File: src/rtl/muldiv_sequencer.sv
// Multi-cycle RV32M sequencer. It runs shift-add multiply and restoring divide beside the single-cycle ALU.
// It stalls the pipeline while busy and pulses done for one cycle with Result.
module muldiv_sequencer #(
    parameter int unsigned DATA_WIDTH = 32
) (
    input  logic                  clk,
    input  logic                  rst_n,
    input  logic                  valid_in,
    input  logic                  flush,
    input  logic [1:0]            ALUOp,
    input  logic [6:0]            Funct7,
    input  logic [2:0]            Funct3,
    input  logic [DATA_WIDTH-1:0] SrcA,
    input  logic [DATA_WIDTH-1:0] SrcB,
    output logic                  stall,
    output logic                  done,
    output logic [DATA_WIDTH-1:0] Result
);
    localparam int unsigned W  = DATA_WIDTH;
    localparam int unsigned PW = 2 * DATA_WIDTH;
    localparam int unsigned CW = (DATA_WIDTH > 2) ? $clog2(DATA_WIDTH) : 1;

    typedef enum logic [2:0] {IDLE, PREP, CALC, FIXUP, DONE} state_t;

    state_t        state;
    logic [W-1:0]  op_a, op_b, mcand, hi, lo;
    logic [2:0]    fn;
    logic          neg;
    logic [CW-1:0] count;

    logic is_m;
    assign is_m  = (ALUOp == 2'b10) && (Funct7 == 7'b0000001);
    assign stall = ((state == IDLE) && valid_in && is_m && !flush) ||
                   (state == PREP) || (state == CALC) || (state == FIXUP);

    // Operand signedness, magnitudes and the special divide cases
    logic         is_div, a_signed, b_signed, sign_a, sign_b, div_zero, div_ovf, neg_next;
    logic [W-1:0] mag_a, mag_b, min_val;
    always_comb begin
        is_div   = fn[2];
        a_signed = (fn == 3'b001) || (fn == 3'b010) || (fn == 3'b100) || (fn == 3'b110);
        b_signed = (fn == 3'b001) || (fn == 3'b100) || (fn == 3'b110);
        sign_a   = a_signed && op_a[W-1];
        sign_b   = b_signed && op_b[W-1];
        mag_a    = sign_a ? (~op_a + W'(1)) : op_a;
        mag_b    = sign_b ? (~op_b + W'(1)) : op_b;
        min_val  = {1'b1, {(W-1){1'b0}}};
        div_zero = is_div && (op_b == {W{1'b0}});
        div_ovf  = is_div && !fn[0] && (op_a == min_val) && (op_b == {W{1'b1}});
        // remainder takes the dividend's sign, everything else the xor
        neg_next = (is_div && fn[1]) ? sign_a : (sign_a ^ sign_b);
    end

    // One multiply or divide step on {hi, lo}
    logic [W-1:0] addend;
    logic [W:0]   add_sum, trial;
    always_comb begin
        addend  = lo[0] ? mcand : {W{1'b0}};
        add_sum = {1'b0, hi} + {1'b0, addend};
        trial   = {hi, lo[W-1]} - {1'b0, mcand};
    end

    // Sign correction and word selection
    logic [PW-1:0] prod, prod_s;
    logic [W-1:0]  quot_s, rem_s, final_val;
    always_comb begin
        prod   = {hi, lo};
        prod_s = neg ? (~prod + PW'(1)) : prod;
        quot_s = neg ? (~lo + W'(1)) : lo;
        rem_s  = neg ? (~hi + W'(1)) : hi;
        case (fn)
            3'b000:                 final_val = prod_s[W-1:0];
            3'b001, 3'b010, 3'b011: final_val = prod_s[PW-1:W];
            3'b100, 3'b101:         final_val = quot_s;
            default:                final_val = rem_s;
        endcase
    end

    always_ff @(posedge clk) begin
        if (!rst_n) begin
            state  <= IDLE;
            done   <= 1'b0;
            Result <= '0;
            op_a   <= '0;
            op_b   <= '0;
            fn     <= '0;
            neg    <= 1'b0;
            mcand  <= '0;
            hi     <= '0;
            lo     <= '0;
            count  <= '0;
        end else begin
            done <= 1'b0;
            case (state)
                IDLE: begin
                    if (valid_in && is_m && !flush) begin
                        op_a  <= SrcA;
                        op_b  <= SrcB;
                        fn    <= Funct3;
                        state <= PREP;
                    end
                end
                PREP: begin
                    if (flush) begin
                        state <= IDLE;
                    end else if (div_zero) begin
                        Result <= fn[1] ? op_a : {W{1'b1}};
                        done   <= 1'b1;
                        state  <= DONE;
                    end else if (div_ovf) begin
                        Result <= fn[1] ? {W{1'b0}} : min_val;
                        done   <= 1'b1;
                        state  <= DONE;
                    end else begin
                        neg   <= neg_next;
                        mcand <= is_div ? mag_b : mag_a;
                        lo    <= is_div ? mag_a : mag_b;
                        hi    <= '0;
                        count <= '0;
                        state <= CALC;
                    end
                end
                CALC: begin
                    if (flush) begin
                        state <= IDLE;
                    end else begin
                        if (is_div) begin
                            // restoring step: keep the difference only when it did not borrow
                            hi <= trial[W] ? {hi[W-2:0], lo[W-1]} : trial[W-1:0];
                            lo <= {lo[W-2:0], ~trial[W]};
                        end else begin
                            hi <= add_sum[W:1];
                            lo <= {add_sum[0], lo[W-1:1]};
                        end
                        count <= count + CW'(1);
                        if (count == CW'(W - 1)) state <= FIXUP;
                    end
                end
                FIXUP: begin
                    if (flush) begin
                        state <= IDLE;
                    end else begin
                        Result <= final_val;
                        done   <= 1'b1;
                        state  <= DONE;
                    end
                end
                DONE:    state <= IDLE;
                default: state <= IDLE;
            endcase
        end
    end
endmodule

File: config.mk
export PLATFORM = sky130hd
export DESIGN_NAME = muldiv_sequencer
export DESIGN_NICKNAME = d
export VERILOG_FILES = /design/src/rtl/muldiv_sequencer.sv
export SDC_FILE = /design/constraint.sdc
export NUM_CORES = 1
export LEC_CHECK = 0
export ABC_AREA = 1
export CORE_ASPECT_RATIO = 2
export CORE_MARGIN = 2
export CORE_UTILIZATION = 45
export DETAILED_ROUTE_END_ITERATION = 10
export PLACE_DENSITY_LB_ADDON = 0.08
export SKIP_CTS_REPAIR_TIMING = 1
export SYNTH_ARGS = -nofsm -noshare
export SYNTH_HDL_FRONTEND = slang
export SYNTH_SLANG_ARGS = --single-unit
File: constraint.sdc
create_clock -name clk -period 4.7 [get_ports clk]
set_input_delay 0.94 -clock clk [delete_from_list [all_inputs] [get_ports clk]]
set_output_delay 0.94 -clock clk [all_outputs]
set_load 0.01 [all_outputs]
==> results.md, run 1 <==
- Status: finished clean
- Chip height: 301 um
- Flop2flop setup slack: 0.87 ns
- Clock-pin slew on the worst setup and hold paths: 0.06 ns
- H-tree Lvls: 1
- Worst skew pair latency: 0.58 ns
- CP Capture Type: flop
- R2r endpoint: hi[25]
- Area Growth Syn to Fin: 11.5%
- Synth Cell Area: 19900 sq um
- Final max-slew violation count: 0
- P_leak: 11.1 nW
- Vias per inst: 6.06
- Initial antenna violation count: 2
- Critical path endpoint: hi[25]
- Final min period: 3.83 ns
- Largest net degree at the start of global routing: 135
- Switching Share: 24.6%
- Initial Utilization: 45.6%
- Worst Path Required: 5.09 ns
- Row count: 108
- Met2 WL post-DR: 51700 um
- Unique masters post-synth: 49
- Pre-antenna DRT Iters: 6
- Clock sinks: 205
- Antenna-violating nets left: 0
- Hpwl dp: 84300 um
- Hold Slack: 0.472 ns
- Flop pwr share: 45.3%
- Total I/O pin count: 114
- Final setup viols: 0
- Syn Inst Count: 3613
- Worst slew margin: 14.3%
- Uppermost layer routed: met4
- Crit path from: hi[10]
- EDFF count, synth: 0
- WL/cell: 25.5 um
- Vias in the first global route: 25000
- Comb power frac: 5.0%
- Max clock buf depth: 3
- Synth Register Bits: 205
- Synth top area cells: dfxtp_1 21%, nand2_1 21%, nand3_1 9.1%
- Sequential fraction of the synthesis area: 20.7%
- Tot GR Track Use: 46.2%
- Total CTS buffers: 22
- Fmax: 0.261 GHz
- Worst Hold Class: reg -> reg
- Internal power: 2.90 mW
- DRC violations left: 0
- Total gr overflow: 0
- Number of DRC violations after detailed-routing iteration 0: 2790
- Reg2Reg Depth: 13
- Die width: 153 um
- Max-cap violations: 0
- WL final: 108000 um
- Ys async rst share: 0%
- Ys flop type: dfxtp_1
- Nets: 3800
- Setup CP Type: reg -> reg
- Power Density: 174 nW/um^2
- Yosys Warn Count: 0
- CTS Root Cell: clkbuf_16
- CP Max Fanout: 8
- Via Count: 25500
- Core Region: 43500 sq um
- CP Launch Type: flop
- Clk pwr share: 49.7%
- Reg2Reg Launch Point: hi[10]
- Final hold viol count: 0
- Post-synth top area share: 20.7%
- Die area: 45900 sq um
- Wire length of the first global-routing pass: 159000 um
- WP data arrival: 4.22 ns
- Worst-margin pin slew: 1.27 ns
- Number of buffers added on ports: 113
- Largest area contributor in the netlist: dfxtp_1
- Worst VDD drop: 306 uV
- Metal3 WL: 9560 um
- Post-synth net total: 3766
- M1 WL: 29900 um
- Setup TNS: 0 ns
- Period utilisation layout: 81.5%
- Net Switching: 0.944 mW
- RSZ-0062 raised after global routing: false
- Layout cells sized above 1: 3.74%
- Syn Area/Cell: 5.49 sq um
- CTS tree: built
- Clock Skew: 0.0415 ns
- Routability cong.: 1.17
[cell type report]
cell class              instances  area, sq um
clock buffers                  26          597
multi-input cells            2789        13300
well taps                     550          688
repair buffers                155         1440
fillers                      4796        21400
inverters                     474         1790
clock inverters                12          156
diodes                          2         5.00
flip-flops and latches        205         4110
[state kept, by name (all words and copies together) (netlist names)]
signal  count
Result     32
hi         32
lo         32
mcand      32
op_a       32
op_b       32
count       5
fn          3
state       3
done        1
neg         1
[worst max-delay path, cell delays in order, from the launching register on]
cell	delay [ns]
dfxtp_1	1.01
ha_1	0.44
nand2_1	0.19
inv_1	0.10
nand2_1	0.08
nand2_1	0.10
a21oi_1	0.27
nor2_1	0.11
nor2_1	0.71
nand3b_1	0.24
nand3_1	0.16
nand3_1	0.10
nand2_1	0.09
a21oi_1	0.06
[how the worst min path moves through the flow]
stage                     cells past startpoint  slack (ns)    endpoint  startpoint
after CTS                                     2        0.47  Result[19]  Result[19]
after global routing                          2        0.49  Result[17]  Result[17]
after detailed placement                      2        0.46  Result[19]  Result[19]
after floorplan                               2        0.44    count[4]    count[4]
final                                         2        0.47  Result[17]  Result[17]
after global placement                        2        0.45    count[4]    count[4]
[power by group through the flow]
stage          Combinational (mW)  Clock, mW  Sequential [mW]
3_5_place_dp                0.185          0             1.78
2_1_floorplan              0.0801          0             1.78
5_1_grt                     0.204       1.99             1.74
6_report                    0.193       1.91             1.74
3_3_place_gp                0.184          0             1.78
4_1_cts                     0.185       1.91             1.74
[per-layer routing]
| layer | vias to the layer above | GRT usage [%] |
|---|---|---|
| met4 | 0 | 55.3 |
| met1 | 11400 | 38.7 |
| met2 | 1704 | 79.7 |
| li1 | 11700 | - |
| met5 | - | 1.69 |
| met3 | 739 | 13.6 |
[Yosys cell counts (11+ instances only)]
cell and instances:
dfxtp_1 205, inv_1 464, o211ai_1 34, nand4_1 42, xor2_1 59, nor2_1 405, buf_2 21, nor4_1 12
nand2_1 1086, nor3_1 37, a21oi_1 289, ha_1 71, nand3_1 359, clkbuf_1 101, o21ai_0 251, a31oi_1 18
o21ai_1 18, o21bai_1 11, nand3b_1 18
[stage by stage]
step	std cells	power (mW)	cell area [sq um]	utilization, %	setup WS [ns]
6_report	4213	3.84	22100	50.9	0.868
5_1_grt	4212	3.93	22100	50.9	0.829
4_1_cts	4211	3.84	22100	50.9	0.949
3_5_place_dp	4173	1.96	21400	49.1	0.958
3_3_place_gp	4173	1.96	21400	49.1	0.889
2_1_floorplan	3613	1.86	19900	-	1.64
[cell usage in the layout, fill, tap and decap left out, drive strengths merged]
cell and count:
nand2 1094, inv 473, nor2 417, nand3 367
a21oi 291, o21ai 273, dfxtp 205, clkdlybuf4s50 112
ha 71, xor2 59, buf 43, nand4 42
nor3 38, o211ai 34, clkbuf 26, nand3b 18
a31oi 18, nor4 12, o21bai 11, or2 11
clkinv 9, a21o 7, o22ai 6, xnor2 5
a211oi 3, bufinv 3, diode 2, o31ai 2
o2111ai 2, a21boi 2, fa 2, a31o 1
a221oi 1, a2111oi 1, and2 1, clkinvlp 1
[cell families after synthesis]
group	synth area share, %
XOR/XNOR	2.82
AO/OA/AOI/OAI	17.5
adder cells (fa/ha/maj)	4.68
AND/OR/NAND/NOR	42.1
flip-flops	20.7
buffers and inverters	12.2
Power figures use the tool's default switching activity.
==> run 2: changes to the inputs <==
==> constraint.sdc (replaced) <==
create_clock -name clk -period 3.95 [get_ports clk]
set_input_delay 0.79 -clock clk [delete_from_list [all_inputs] [get_ports clk]]
set_output_delay 0.79 -clock clk [all_outputs]
set_load 0.01 [all_outputs]
==> run 2 against run 1 <==
Non-clock buffer count grew 19. Highest routed layer unchanged. Die area is the same. First-iteration DRC count grew 5.9%. Power grew 17%. Sequential cell count is the same. Largest cell class unchanged. Routed wire length grew 1.1%.
==> results.md, run 2 (synthesized netlist as in run 1, its figures left out) <==
- Status: finished clean (unchanged)
- CTS tree: built (unchanged)
- WL final: 109000 um (was 108000 um)
- Chip height: 301 um (unchanged)
- Tot GR Track Use: 47.6% (was 46.2%)
- Period utilisation layout: 96.9% (was 81.5%)
- Comb power frac: 5.2% (was 5.0%)
- Reg2Reg Launch Point: lo[3] (was hi[10])
- Flop pwr share: 46.2% (was 45.3%)
- Net Switching: 1.08 mW (was 0.944 mW)
- Clock Skew: 0.0194 ns (was 0.0415 ns)
- Max clock buf depth: 3 (unchanged)
- CP Max Fanout: 6 (was 8)
- Final hold viol count: 0 (unchanged)
- Worst slew margin: 5.98% (was 14.3%)
- CP Cell Sequence: nor2_1 -> nand2_1 -> nor2_2 -> nand3_1 -> o21ai_0 -> xor2_1 -> nand2_1 -> nand4_1 -> a21oi_1 (was ha_1 -> nand2_1 -> inv_1 -> nand2_1 -> nand2_1 -> a21oi_1 -> nor2_1 -> nor2_1 -> nand3b_1 -> nand3_1 -> nand3_1 -> nand2_1 -> a21oi_1)
- Row count: 108 (unchanged)
- Clock sinks: 205 (unchanged)
- Most frequent cells in the layout: 1086 x nand2_1, 462 x inv_1, 404 x nor2_1, 358 x nand3_1, 289 x a21oi_1 (unchanged)
- Placed Cells: 4192 (was 4173)
- Register area: 4110 sq um (unchanged)
- Wire length of the first global-routing pass: 163000 um (was 159000 um)
- Fin cells: 4233 (was 4213)
- Die width: 153 um (unchanged)
- Die area: 45900 sq um (unchanged)
- P_leak: 11.2 nW (was 11.1 nW)
- Number of DRC violations after detailed-routing iteration 0: 2955 (was 2790)
- Crit path from: lo[3] (was hi[10])
- Vias in the first global route: 25300 (was 25000)
- Power Density: 201 nW/um^2 (was 174 nW/um^2)
- Vias per inst: 6.04 (was 6.06)
- WP data arrival: 4.30 ns (was 4.22 ns)
- Largest net degree at the start of global routing: 135 (unchanged)
- Total I/O pin count: 114 (unchanged)
- CP Launch Type: flop (unchanged)
- Area Growth Syn to Fin: 12.4% (was 11.5%)
- Nets: 3819 (was 3800)
- Fmax: 0.261 GHz (about the same)
- Most Frequent Cell on Critical Path: nand2_1 (unchanged)
- Worst path slowest cell: o21ai_0 (was dfxtp_1)
- Routability cong.: 1.20 (was 1.17)
- Final setup viols: 0 (unchanged)
- Setup CP Type: reg -> reg (unchanged)
- Multi-input logic area: 13300 sq um (unchanged)
- Initial antenna violation count: 2 (unchanged)
- RSZ-0062 raised after global routing: false (unchanged)
- Worst-margin pin slew: 1.40 ns (was 1.27 ns)
- CTS Root Cell: clkbuf_16 (unchanged)
- Worst skew pair latency: 0.54 ns (was 0.58 ns)
- Clock-pin slew on the worst setup and hold paths: 0.06 ns (about the same)
- WL/cell: 25.7 um (was 25.5 um)
- Internal power: 3.39 mW (was 2.90 mW)
- Max-cap violations: 0 (unchanged)
- Final min period: 3.83 ns (about the same)
- Final max-slew violation count: 0 (unchanged)
- Util after Layout: 51.3% (was 50.9%)
- Worst Path Required: 4.42 ns (was 5.09 ns)
- Number of buffers added on ports: 113 (unchanged)
- HP Start: Result[11] (was Result[17])
- DRC violations left: 0 (unchanged)
- Total gr overflow: 0 (unchanged)
- Layout cells sized above 1: 4.10% (was 3.74%)
- Commonest non-fill, non-tap cell in the layout: nand2_1 (unchanged)
- Fill cell instance count of the final layout: 4721 (was 4796)
- CP Capture Type: flop (unchanged)
- Hpwl dp: 85100 um (was 84300 um)
- Switching Share: 24.2% (was 24.6%)
- Core Region: 43500 sq um (unchanged)
- Initial Utilization: 45.6% (unchanged)
- Via Count: 25600 (was 25500)
- Slowest stage delay, CP: 1.20 ns (was 1.01 ns)
- Total CTS buffers: 22 (unchanged)
- Clk pwr share: 48.6% (was 49.7%)
- Pre-antenna DRT Iters: 8 (was 6)
- Worst Hold Class: reg -> reg (unchanged)
- Antenna-violating nets left: 0 (unchanged)
- Setup TNS: 0 ns (unchanged)
- Worst VDD drop: 297 uV (was 306 uV)
- H-tree Lvls: 1 (unchanged)
==> run 2: path summary, 6_finish.rpt <==
check	endpoint	slack (ns)	depth (start not counted)
max	Result[25]	0.12	9
min	Result[11]	0.47	2
max reg2reg	Result[25]	0.12	9
min reg2reg	Result[11]	0.47	2
==> run 2: per-stage QoR <==
stage | setup slack (ns) | total power, mW | instance area, sq um | hold WS [ns]
6_report | 0.122 | 4.48 | 22300 | 0.467
5_1_grt | 0.0904 | 4.57 | 22300 | 0.499
4_1_cts | 0.418 | 4.47 | 22300 | 0.472
3_5_place_dp | 0.437 | 2.34 | 21600 | 0.463
3_3_place_gp | 0.345 | 2.34 | 21600 | 0.452
2_1_floorplan | 1.19 | 2.21 | 19900 | 0.443
==> run 2: critical path, delay by kind of cell (launching register included) <==
kind             cells  cell delay (ns)
AO/OA/AOI/OAI        2             1.41
XOR/XNOR             1             0.47
flip-flops           1             0.39
AND/OR/NAND/NOR      6             1.50
==> run 2: power by group through the flow <==
stage               clock network (mW)  logic (mW)  registers [mW]
global placement                     0       0.223            2.12
global route                      2.25       0.250            2.07
detailed placement                   0       0.225            2.12
CTS                               2.17       0.225            2.07
floorplan                            0      0.0953            2.12
finish                            2.17       0.235            2.07
==> run 2: cell type report <==
type                       instances  share of cell area, %
multi-input combinational       2789                   59.8
sequential                       205                   18.4
inverter                         474                   8.00
timing repair buffer             174                   7.39
tap                              550                   3.09
clock buffer                      35                   3.01
clock inverter                     3                  0.208
antenna                            3                 0.0337
==> run 2: metal layers <==
| metal | part of all wire [%] | wire length (um) | track usage [%] |
|---|---|---|---|
| met4 | 15 | 16800 | 56.2 |
| met3 | 8.2 | 8940 | 13.9 |
| met2 | 48 | 52000 | 81.3 |
| met1 | 28 | 30900 | 41.0 |
| met5 | 0 | 0 | 0 |
